$ cat config.mk
export PLATFORM = sky130hd
export DESIGN_NAME = ycell_config_loader
export DESIGN_NICKNAME = d
export VERILOG_FILES = /design/src/rtl/ycell_config_loader.sv
export SDC_FILE = /design/constraint.sdc
export NUM_CORES = 1
export LEC_CHECK = 0
export BUFFER_PORTS_ARGS = -buffer_cell sky130_fd_sc_hd__buf_2
export CORE_MARGIN = 3
export CORE_UTILIZATION = 52
export DETAILED_ROUTE_END_ITERATION = 8
export GPL_TIMING_DRIVEN = 0
export HOLD_SLACK_MARGIN = 0.02
export PLACE_DENSITY_LB_ADDON = 0.25
export SETUP_SLACK_MARGIN = 0.2
export SLEW_MARGIN = 10
export SYNTH_ARGS = -nofsm -noshare
export SYNTH_HDL_FRONTEND = slang
export SYNTH_SLANG_ARGS = --single-unit
$ cat constraint.sdc
create_clock -name clk -period 1.7 [get_ports clk]
set_input_delay 0.51 -clock clk [delete_from_list [all_inputs] [get_ports clk]]
set_output_delay 0.51 -clock clk [all_outputs]
set_load 0.05 [all_outputs]
$ cat src/rtl/ycell_config_loader.sv
// Serializes host configuration words onto a ycell chain's cbitin/confclk pins,
// holding the fabric in reset until loading starts and capturing the old chain contents.
module ycell_config_loader #(
    parameter int CHAIN_LEN = 48,
    parameter int WORD_W    = 8,
    parameter int SETUP_CYC = 1,
    parameter int PULSE_W   = 1,
    parameter int RST_CYC   = 2
) (
    input  logic              clk,
    input  logic              reset,
    input  logic              start,
    output logic              busy,
    output logic              done,
    input  logic              in_valid,
    output logic              in_ready,
    input  logic [WORD_W-1:0] in_data,
    output logic              out_valid,
    output logic [WORD_W-1:0] out_data,
    output logic              fab_reset,
    output logic              fab_confclk,
    output logic              fab_cbitin,
    input  logic              fab_cbitout
);
    localparam int BW      = $clog2(CHAIN_LEN + 1);
    localparam int RW      = $clog2(WORD_W + 1);
    localparam int CYC_MAX = (SETUP_CYC > PULSE_W) ?
                             ((SETUP_CYC > RST_CYC) ? SETUP_CYC : RST_CYC) :
                             ((PULSE_W > RST_CYC) ? PULSE_W : RST_CYC);
    localparam int CW      = $clog2(CYC_MAX + 1);

    typedef enum logic [2:0] {S_IDLE, S_CLEAR, S_WAIT, S_LOW, S_HIGH, S_DONE} state_t;

    state_t            state_reg, state_next;
    logic [CW-1:0]     cyc_reg, cyc_next;
    logic [BW-1:0]     bit_cnt_reg, bit_cnt_next;
    logic [WORD_W-1:0] word_reg, word_next;
    logic [RW-1:0]     word_left_reg, word_left_next;
    logic [WORD_W-1:0] rb_reg, rb_next;
    logic [RW-1:0]     rb_cnt_reg, rb_cnt_next;
    logic              cbitin_reg, cbitin_next;
    logic              out_valid_reg, out_valid_next;
    logic [WORD_W-1:0] out_data_reg, out_data_next;
    logic              final_bit;
    logic [WORD_W-1:0] rb_ins;

    assign busy        = (state_reg == S_CLEAR) || (state_reg == S_WAIT) ||
                         (state_reg == S_LOW)   || (state_reg == S_HIGH);
    assign done        = (state_reg == S_DONE);
    assign in_ready    = (state_reg == S_WAIT);
    assign fab_reset   = (state_reg == S_IDLE) || (state_reg == S_CLEAR);
    assign fab_confclk = (state_reg == S_HIGH);
    assign fab_cbitin  = cbitin_reg;
    assign out_valid   = out_valid_reg;
    assign out_data    = out_data_reg;

    // The bit currently on cbitin is the last one of the load once CHAIN_LEN-1 strobes are done.
    assign final_bit = (bit_cnt_reg >= BW'(CHAIN_LEN - 1));
    // Captured bits are placed left-aligned so a short final word is already zero-filled.
    assign rb_ins    = rb_reg | (WORD_W'(fab_cbitout) << (RW'(WORD_W - 1) - rb_cnt_reg));

    always_comb begin
        state_next     = state_reg;
        cyc_next       = cyc_reg;
        bit_cnt_next   = bit_cnt_reg;
        word_next      = word_reg;
        word_left_next = word_left_reg;
        rb_next        = rb_reg;
        rb_cnt_next    = rb_cnt_reg;
        cbitin_next    = cbitin_reg;
        out_valid_next = 1'b0;
        out_data_next  = out_data_reg;
        case (state_reg)
            S_IDLE, S_DONE: begin
                if (start) begin
                    state_next   = S_CLEAR;
                    cyc_next     = '0;
                    bit_cnt_next = '0;
                    rb_next      = '0;
                    rb_cnt_next  = '0;
                end
            end
            S_CLEAR: begin
                if (cyc_reg == CW'(RST_CYC - 1)) begin
                    state_next = S_WAIT;
                    cyc_next   = '0;
                end else begin
                    cyc_next = cyc_reg + CW'(1);
                end
            end
            S_WAIT: begin
                if (in_valid) begin
                    state_next     = S_LOW;
                    cyc_next       = '0;
                    cbitin_next    = in_data[WORD_W-1];
                    word_next      = in_data << 1;
                    word_left_next = RW'(WORD_W - 1);
                end
            end
            S_LOW: begin
                if (cyc_reg == CW'(SETUP_CYC - 1)) begin
                    state_next = S_HIGH;
                    cyc_next   = '0;
                    if (rb_cnt_reg == RW'(WORD_W - 1) || final_bit) begin
                        out_valid_next = 1'b1;
                        out_data_next  = rb_ins;
                        rb_next        = '0;
                        rb_cnt_next    = '0;
                    end else begin
                        rb_next     = rb_ins;
                        rb_cnt_next = rb_cnt_reg + RW'(1);
                    end
                end else begin
                    cyc_next = cyc_reg + CW'(1);
                end
            end
            S_HIGH: begin
                if (cyc_reg == CW'(PULSE_W - 1)) begin
                    cyc_next = '0;
                    if (bit_cnt_reg < BW'(CHAIN_LEN))
                        bit_cnt_next = bit_cnt_reg + BW'(1);
                    if (final_bit) begin
                        state_next = S_DONE;
                    end else if (word_left_reg == '0) begin
                        state_next = S_WAIT;
                    end else begin
                        state_next     = S_LOW;
                        cbitin_next    = word_reg[WORD_W-1];
                        word_next      = word_reg << 1;
                        word_left_next = word_left_reg - RW'(1);
                    end
                end else begin
                    cyc_next = cyc_reg + CW'(1);
                end
            end
            default: state_next = S_IDLE;
        endcase
    end

    always_ff @(posedge clk) begin
        if (reset) begin
            state_reg     <= S_IDLE;
            cyc_reg       <= '0;
            bit_cnt_reg   <= '0;
            word_reg      <= '0;
            word_left_reg <= '0;
            rb_reg        <= '0;
            rb_cnt_reg    <= '0;
            cbitin_reg    <= 1'b0;
            out_valid_reg <= 1'b0;
            out_data_reg  <= '0;
        end else begin
            state_reg     <= state_next;
            cyc_reg       <= cyc_next;
            bit_cnt_reg   <= bit_cnt_next;
            word_reg      <= word_next;
            word_left_reg <= word_left_next;
            rb_reg        <= rb_next;
            rb_cnt_reg    <= rb_cnt_next;
            cbitin_reg    <= cbitin_next;
            out_valid_reg <= out_valid_next;
            out_data_reg  <= out_data_next;
        end
    end
endmodule

==> metrics.yaml, run 1 <==
cts_buffers: 5
max_slew_margin_pct: 45.55
drt_first_pass_iters: 6
nNetsFinal: 396
finalSetupTns_ps: -9622
min_period_over_period_pct: 126.5
setup_viol: 45
yosysTopAreaCell: "dfxtp_1"
layout_common_cells: "dfxtp_1 (37), buf_4 (26), buf_6 (24), buf_2 (23), inv_1 (18)"
drtIter0Drc: 474
synth_nets: 313
regArea_sq_um: 892.1
coreArea_sq_um: 4474
cts_tree: "yes"
multi_input_area_sq_um: 1904
drive_gt1_share_pct: 50.93
antenna_found_initial: 0
dieArea_sq_um: 5615
grtUsageTotal_pct: 31.43
pin_count: 28
cap_viol_max_count: 0
initial_utilization_pct: 55.23
timing.final.crit_period_ps: 2150
syn_avg_cell_area_sq_um: 8.434
yosysUniqueCellTypes: 52
synth_top_area_share_pct: 35.65
design_area_sq_um: 3980
instances_no_fill: 429
via_count: 3081
power.density_nw_per_um2: 1256
fillCellCount: 168
maxSlewViolCount: 0
gr-total-overflow: 0
endpoint_kind: "primary output"
cts_buffer_depth: 2
max_slew.worst_pin.slew_ps: 816.7
crit_type: "register to primary output"
syn_inst: 293
root_buffer: "clkbuf_8"
die_x_microns: 74.94
postPlaceCellArea_sq_um: 2867
htree_levels: 2
hold_violations: 0
grt_max_degree: 16
cp_max_fo: 7
critPathLaunchType: "register"
arrival_ps: 1640
rsz0062_at_grt: "yes"
gp_congestion: 0.8542
antenna_left: 0
hold_path_class: "register to register"
dp_hpwl_mm: 4.207
ys_seq_area_share_pct: 35.65
skew_ps: 19.29
wl_per_cell_microns: 25.64
vdd_drop_max_uv: 1262
status: "complete, but fails checks"
rows: 24
fin_ws_ps: -450.4
grt_pass1_wl_mm: 13.37
async_flop_share_pct: 0
viasPerCell: 7.182
io_buffers: 27
antennaDiodeCount: 0
hold_buffers: 0
clk_pin_slew_worst_paths_ps: 80
synth_edf_count: 0
synth_flop_cell: "dfxtp_1"
violations: "negative setup slack"
die_h_microns: 74.94
area_delta_synth_final_pct: 61.06
final_common_cell: "dfxtp_1"
clk_latency_ps: 320
yosysWarnings: 0
max_freq_mhz: 465.0
ys_ff_latch: 44
drcViolationCount: 0
yosys-top-cells-area: "dfxtp_1 (36%), or4_1 (5.5%), a21oi_1 (5.1%), mux2i_1 (3.6%), ha_1 (3.5%)"
syn_area_sq_um: 2471
p_leak_nw: 1.549
wl_mm: 11.00
place_ws_ps: -481.8
crit_required_ps: 1190
dp_cells: 372
grt_pass1_vias: 2709
cts_sinks: 44
## what timing repair did
item / 4_1_cts / 5_1_grt
gates resized for setup: 96 / 48
pin swaps: 43 / 23
buffers inserted: 32 / 10
cloned: 5 / 2
setup endpoints to repair: 48 / 50
## power breakdown
group	internal, mW	switching, mW	total, mW
Sequential	1.12	0.0982	1.22
Clock	0.443	0.403	0.846
Combinational	1.37	1.56	2.93
Total	2.93	2.06	5.00
## area by class of cell
class	instances	area share [%]
clock buffer	5	1.729
inverter	21	2.169
clock inverter	3	1.163
multi-input combinational	207	47.85
timing repair buffer	74	15.84
buffer	23	7.199
sequential	44	22.41
tap	52	1.635
## layer usage
layer	vias up	part of all wire [%]	GRT usage [%]
li1	1263	-	-
met1	1462	36	39.04
met2	273	47	52.42
met3	83	9.7	6.275
met4	0	6.9	14.23
met5	-	0	0
## path summary, 6_finish.rpt
path / startpoint / end / slack [ps] / cells after the start
worst max-delay path: state_reg[0]$_SDFFE_PP0P_ / fab_confclk / -450 / 6
worst min-delay path: word_reg[4]$_SDFFE_PP0P_ / word_reg[4]$_SDFFE_PP0P_ / 460 / 2
worst max register to register: state_reg[0]$_SDFFE_PP0P_ / word_left_reg[3]$_SDFFE_PP0P_ / -440 / 9
worst min register to register: word_reg[4]$_SDFFE_PP0P_ / word_reg[4]$_SDFFE_PP0P_ / 460 / 2
## synth_stat cells, types with 5 or more instances
master,n
ha_1,7
o31ai_1,5
nor3_1,7
inv_1,21
a211oi_1,11
a21oi_1,25
mux2i_1,9
dfxtp_1,44
o21ai_1,7
nand2_1,15
or4_1,18
clkbuf_1,15
o21ai_0,15
nand3_1,8
nor2_1,13
## worst max-delay path: stages, from the launching register on
cell        delay (ps)
dfxtp_2            330
buf_6              130
or3b_4             370
buf_6              140
buf_12             120
clkinvlp_4          90
buf_8              150
## through the flow
stage	power (mW)	util [%]	hold slack [ps]
after global placement	2.782	64.07	435.5
after CTS	4.460	82.61	446.8
after detailed placement	2.813	64.07	442.3
final	4.998	88.95	461.1
after floorplan	2.510	-	427.7
after global routing	5.141	88.95	483.8
## cell families (layout without fill, tap and decap cells)
kind of cell | Yosys count | in the layout | synth area share [%]
flops | 44 | 44 | 35.65
fa+ha+maj | 7 | 7 | 3.544
simple gates | 95 | 96 | 22.84
mux | 9 | 9 | 3.646
buf+inv | 44 | 126 | 8.101
compound gates | 93 | 94 | 25.87
xor+xnor | 1 | 1 | 0.3545
Power figures use the tool's default switching activity.
==> run 2: changes to the inputs <==
--- a/config.mk
+++ b/config.mk
@@ -12,6 +12,7 @@
 export GPL_TIMING_DRIVEN = 0
 export HOLD_SLACK_MARGIN = 0.02
 export PLACE_DENSITY_LB_ADDON = 0.25
+export RECOVER_POWER = 25
 export SETUP_SLACK_MARGIN = 0.2
 export SLEW_MARGIN = 10
 export SYNTH_ARGS = -nofsm -noshare
==> run 2 against run 1 <==
- non-clock buffer count did not move
- sequential share of layout area did not move
- sequential power barely moved
- combinational power barely moved
- routed wire length rose by 0.33%
- utilization did not move
- largest power group unchanged
- via count rose by 0.75%
- critical path type unchanged
- the run still ends with negative setup slack left
- die area did not move
==> metrics.yaml, run 2 (synthesized netlist as in run 1, its figures left out) <==
status: "complete, but fails checks"
cp_max_fo: 7
cts_sinks: 44
antennaDiodeCount: 0
drt_first_pass_iters: 5
gr-total-overflow: 0
multi_input_area_sq_um: 1904
final_common_cell: "dfxtp_1"
layout_common_cells: "dfxtp_1 (37), buf_4 (26), buf_6 (24), buf_2 (20), inv_1 (18)"
initial_utilization_pct: 55.23
endpoint_kind: "primary output"
gp_congestion: 0.8542
power.net_switching_mw: 2.074
timing.final.crit_period_ps: 2151
p_leak_nw: 1.546
pin_count: 28
fin_hold_ws_ps: 461.1
htree_levels: 2
p_int_mw: 2.934
setup_viol: 45
die_x_microns: 74.94
max_slew_margin_pct: 45.26
hold_path_class: "register to register"
switching_share_pct: 41.42
power.density_nw_per_um2: 1258
clk_latency_ps: 320
violations: "negative setup slack"
drtIter0Drc: 450
min_from: "word_reg[4]$_SDFFE_PP0P_"
slowest_delay_ps: 370
grtUsageTotal_pct: 31.43
dp_hpwl_mm: 4.207
critPathLaunch: "state_reg[0]$_SDFFE_PP0P_"
regArea_sq_um: 892.1
vdd_drop_max_uv: 1261
grt_pass1_wl_mm: 13.37
r2r-start: "state_reg[0]$_SDFFE_PP0P_"
grt_max_degree: 16
hold_violations: 0
critPathLaunchType: "register"
cts_tree: "yes"
viasPerCell: 7.235
max_slew.worst_pin.slew_ps: 821.2
cts_buffer_depth: 2
nNetsFinal: 396
crit_required_ps: 1190
rsz0062_at_grt: "yes"
drive_gt1_share_pct: 50.93
power_mw: 5.008
cap_viol_max_count: 0
maxSlewViolCount: 0
cts_buffers: 5
die_h_microns: 74.94
via_count: 3104
crit_top_cell: "buf_6"
drcViolationCount: 0
antenna_found_initial: 0
sequentialPowerShare_pct: 24.4
fillCellCount: 168
dieArea_sq_um: 5615
fin_ws_ps: -450.6
path_cells: "buf_6 -> or3b_4 -> buf_6 -> buf_12 -> clkinvlp_4 -> buf_8"
cp_slowest_cell: "or3b_4"
area_delta_synth_final_pct: 61.06
clk_pin_slew_worst_paths_ps: 80
coreArea_sq_um: 4474
io_buffers: 27
max_freq_mhz: 465.0
rows: 24
skew_ps: 19.59
combPwrFrac_pct: 58.6
wl_per_cell_microns: 25.72
wl_mm: 11.04
arrival_ps: 1640
crit_type: "register to primary output"
root_buffer: "clkbuf_8"
min_period_over_period_pct: 126.5
pwr-share-clk_pct: 16.9
antenna_left: 0
grt_pass1_vias: 2709
## run 2: power by group through the flow
| stage | sequential, mW | combinational [mW] | clock (mW) |
|---|---|---|---|
| after CTS | 1.19 | 2.43 | 0.841 |
| after floorplan | 1.20 | 1.31 | 0 |
| after global routing | 1.23 | 3.03 | 0.889 |
| after global placement | 1.21 | 1.58 | 0 |
| final | 1.22 | 2.94 | 0.848 |
| after detailed placement | 1.21 | 1.60 | 0 |
## run 2: per-layer routing
metal / vias to the layer above / track usage [%] / part of all wire, %
li1: 1262 / - / -
met1: 1472 / 39.04 / 37
met2: 286 / 52.42 / 47
met3: 84 / 6.275 / 9.5
met4: 0 / 14.23 / 6.7
met5: - / 0 / 0
## run 2: final cells by class
cell class	instances	area share (%)
multi-input combinational	207	47.85
sequential	44	22.41
buffer	23	7.199
inverter	21	2.169
clock buffer	5	1.729
tap	52	1.635
clock inverter	3	1.163
timing repair buffer	74	15.84
## run 2: worst paths after layout
| path | to | slack, ps | depth (start not counted) |
|---|---|---|---|
| max | fab_confclk | -450 | 6 |
| min reg2reg | word_reg[4]$_SDFFE_PP0P_ | 460 | 2 |
| min | word_reg[4]$_SDFFE_PP0P_ | 460 | 2 |
| max reg2reg | word_left_reg[3]$_SDFFE_PP0P_ | -450 | 9 |
## run 2: worst max-delay path: cells and delay by family (launching register included)
family	cells	cell delay, ps
buf+inv	5	630
simple gates	1	370
flops	1	330
## run 2: metrics by stage
stage	util [%]	area, sq um	instances	setup slack [ps]	setup TNS, ps
floorplan	-	2666	293	-111.1	-1123
global placement	64.07	2867	372	-474.4	-8426
detailed placement	64.07	2867	372	-481.8	-8954
CTS	82.61	3696	417	-409.4	-6091
global route	88.95	3980	429	-461.6	-11450
finish	88.95	3980	429	-450.6	-9601
## run 2: timing repair
action	in CTS	in global routing
gates cloned	5	2
pin swaps	43	23
setup endpoints to repair	48	50
resized for setup	96	48
setup buffers	32	10
hold buffers	0	0
==> run 3: changes to the inputs <==
--- a/config.mk
+++ b/config.mk
@@ -5,13 +5,14 @@
 export SDC_FILE = /design/constraint.sdc
 export NUM_CORES = 1
 export LEC_CHECK = 0
+export ABC_AREA = 1
 export BUFFER_PORTS_ARGS = -buffer_cell sky130_fd_sc_hd__buf_2
 export CORE_MARGIN = 3
-export CORE_UTILIZATION = 52
+export CORE_UTILIZATION = 51
 export DETAILED_ROUTE_END_ITERATION = 8
 export GPL_TIMING_DRIVEN = 0
 export HOLD_SLACK_MARGIN = 0.02
-export PLACE_DENSITY_LB_ADDON = 0.25
+export PLACE_DENSITY = 0.83
 export RECOVER_POWER = 25
 export SETUP_SLACK_MARGIN = 0.2
 export SLEW_MARGIN = 10
==> run 3 against run 2 <==
- the flow still finishes with violations (negative setup slack)
- power increased by 13%
- die area grew 2.9%
- via count decreased by 13%
- synthesized area rose by 1.2%
- critical endpoint is now busy
- largest power group unchanged
- critical path depth increased by 1
==> metrics.yaml, run 3 <==
power.density_nw_per_um2: 1715
top_layer: "met4"
drtIter0Drc: 277
antennaDiodeCount: 0
crit_required_ps: 1190
rsz0062_at_grt: "yes"
async_flop_share_pct: 0
ys_seq_area_share_pct: 35.24
yosysWarnings: 0
drt-met1-wl_mm: 2.898
grt_max_degree: 14
gr-total-overflow: 0
syn_avg_cell_area_sq_um: 6.830
hold_path_class: "register to register"
drcViolationCount: 0
yosys-top-cells-area: "dfxtp_1 (35%), nand2_1 (12%), nor2_1 (11%), a21oi_1 (6.0%), inv_1 (5.6%)"
dp_hpwl_mm: 3.981
yosysTopAreaCell: "dfxtp_1"
yosysUniqueCellTypes: 31
cts_buffer_depth: 2
timing.final.crit_period_ps: 1864
instances_no_fill: 490
coreArea_sq_um: 4534
wl_per_cell_microns: 15.06
grt_pass1_wl_mm: 11.17
maxSlewViolCount: 0
arrival_ps: 1350
antenna_left: 0
root_buffer: "clkbuf_8"
p_leak_nw: 1.553
hold_buffers: 0
min_period_over_period_pct: 109.6
status: "complete, but fails checks"
synth_edf_count: 0
design_area_sq_um: 3308
critPathLaunchType: "register"
nNetsFinal: 444
violations: "negative setup slack"
endpoint_kind: "primary output"
antenna_found_initial: 0
die_h_microns: 76.01
final_common_cell: "nand2_1"
grt_pass1_vias: 2477
vdd_drop_max_uv: 840.0
rrSetupSlack_ps: -120
wl_mm: 7.377
skew_ps: 8.413
synth_top_area_share_pct: 35.24
die_x_microns: 76.01
drive_gt1_share_pct: 30.35
fin_ws_ps: -164.0
cp_max_fo: 5
layout_common_cells: "nand2_1 (70), nor2_1 (67), dfxtp_1 (40), inv_1 (34), a21oi_1 (26)"
grtUsageTotal_pct: 23.60
max_slew.worst_pin.slew_ps: 588.2
rows: 24
max_freq_mhz: 536.5
viasPerCell: 5.496
synth.top_cells.by_count: "nand2_1 (78), nor2_1 (72), dfxtp_1 (44)"
drt_first_pass_iters: 6
syn_area_sq_um: 2500
clk_pin_slew_worst_paths_ps: 90
cts_buffers: 5
dieArea_sq_um: 5778
cts_tree: "yes"
yosysMostFrequentCell: "nand2_1"
wl_met2_mm: 3.692
ys_ff_latch: 44
dp_cells: 457
initial_utilization_pct: 55.13
htree_levels: 2
clk_latency_ps: 300
max_slew_margin_pct: 60.79
io_buffers: 26
crit_type: "register to primary output"
gp_congestion: 0.8738
via_count: 2693
area_delta_synth_final_pct: 32.33
cap_viol_max_count: 0
syn_inst: 366
setup_viol: 25
pin_count: 28
hold_violations: 0
synth_nets: 386
cts_sinks: 44
postPlaceCellArea_sq_um: 2759
wl_met3_microns: 519
synth_flop_cell: "dfxtp_1"
run 3: cell types whose count changed after synthesis, moves of 5 or more:
cell,previous run,this run
a211oi_1,11,0
a21oi_1,25,30
clkbuf_1,15,4
inv_1,21,37
inv_2,0,6
mux2i_1,9,0
nand2_1,15,78
nand2_2,0,6
nand3_1,8,23
nor2_1,13,72
o31ai_1,5,0
or4_1,18,0
run 3: cells by family (layout without fill, tap and decap cells):
family | count (synthesis) | count (layout) | synth area share [%]
buffers and inverters | 55 | 113 | 9.960
and+or+nand+nor | 206 | 207 | 39.44
DFF | 44 | 44 | 35.24
adders and majority gates | 7 | 7 | 3.503
xor gates and xnor gates | 2 | 2 | 0.7008
AOI/OAI and AO/OA | 52 | 52 | 11.16
run 3: layout make-up:
cell class                 count  area (sq um)
inverter                      44         183.9
clock buffer                   6         72.57
multi-input combinational    268          1548
timing repair buffer          50         392.9
clock inverter                 2         35.03
buffer                        11         103.9
fill                         329          1226
sequential                    44         890.9
tap                           65         81.33
run 3: metal layers:
metal  global-route usage, %  vias to the layer above
li1                        -                     1274
met1                   26.72                     1227
met2                   41.58                      159
met3                   5.319                       33
met4                   11.96                        0
met5                       0                        -
run 3: final timing paths:
| check | startpoint | to | cells after the start |
|---|---|---|---|
| setup / recovery | state_reg[2]$_SDFFE_PP0P_ | busy | 7 |
| hold reg to reg | out_data[0]$_SDFFE_PP0P_ | out_data[0]$_SDFFE_PP0P_ | 2 |
| setup reg to reg | state_reg[2]$_SDFFE_PP0P_ | bit_cnt_reg[5]$_SDFFE_PP0P_ | 10 |
| hold / removal | out_data[0]$_SDFFE_PP0P_ | out_data[0]$_SDFFE_PP0P_ | 2 |
run 3: per-stage QoR:
step	worst slack (ps)	hold slack, ps	total power, mW	setup TNS [ps]	util [%]
2_1_floorplan	175.1	429.3	3.343	0	-
3_3_place_gp	-58.99	441.6	3.753	-144.0	60.84
3_5_place_dp	-69.92	448.9	3.805	-515.7	60.84
4_1_cts	-116.1	467.6	5.299	-283.4	71.11
5_1_grt	-197.0	505.0	6.011	-2754	72.96
6_report	-164.0	461.6	5.672	-1718	72.96
run 3: worst max-delay path, stage by stage, from the launching register on:
cell and delay (ps):
dfxtp_4 360, buf_12 140, nor2_4 150, nand2_4 80
nand2_2 70, inv_2 50, nand3_4 50, buf_8 140
run 3: report_power, final:
part / internal (mW) / total [mW] / switching (mW)
Clock: 0.436 / 0.801 / 0.365
Sequential: 1.25 / 1.40 / 0.151
Combinational: 1.35 / 3.47 / 2.12
Total: 3.03 / 5.67 / 2.64
run 3: timing repair:
| action | CTS | global route |
|---|---|---|
| endpoints found under the hold margin | 0 | 0 |
| pin swaps | 12 | 4 |
| resized for setup | 53 | 14 |
| gates cloned | 1 | 1 |
| setup buffers | 21 | 2 |
| endpoints found under the setup margin | 43 | 46 |
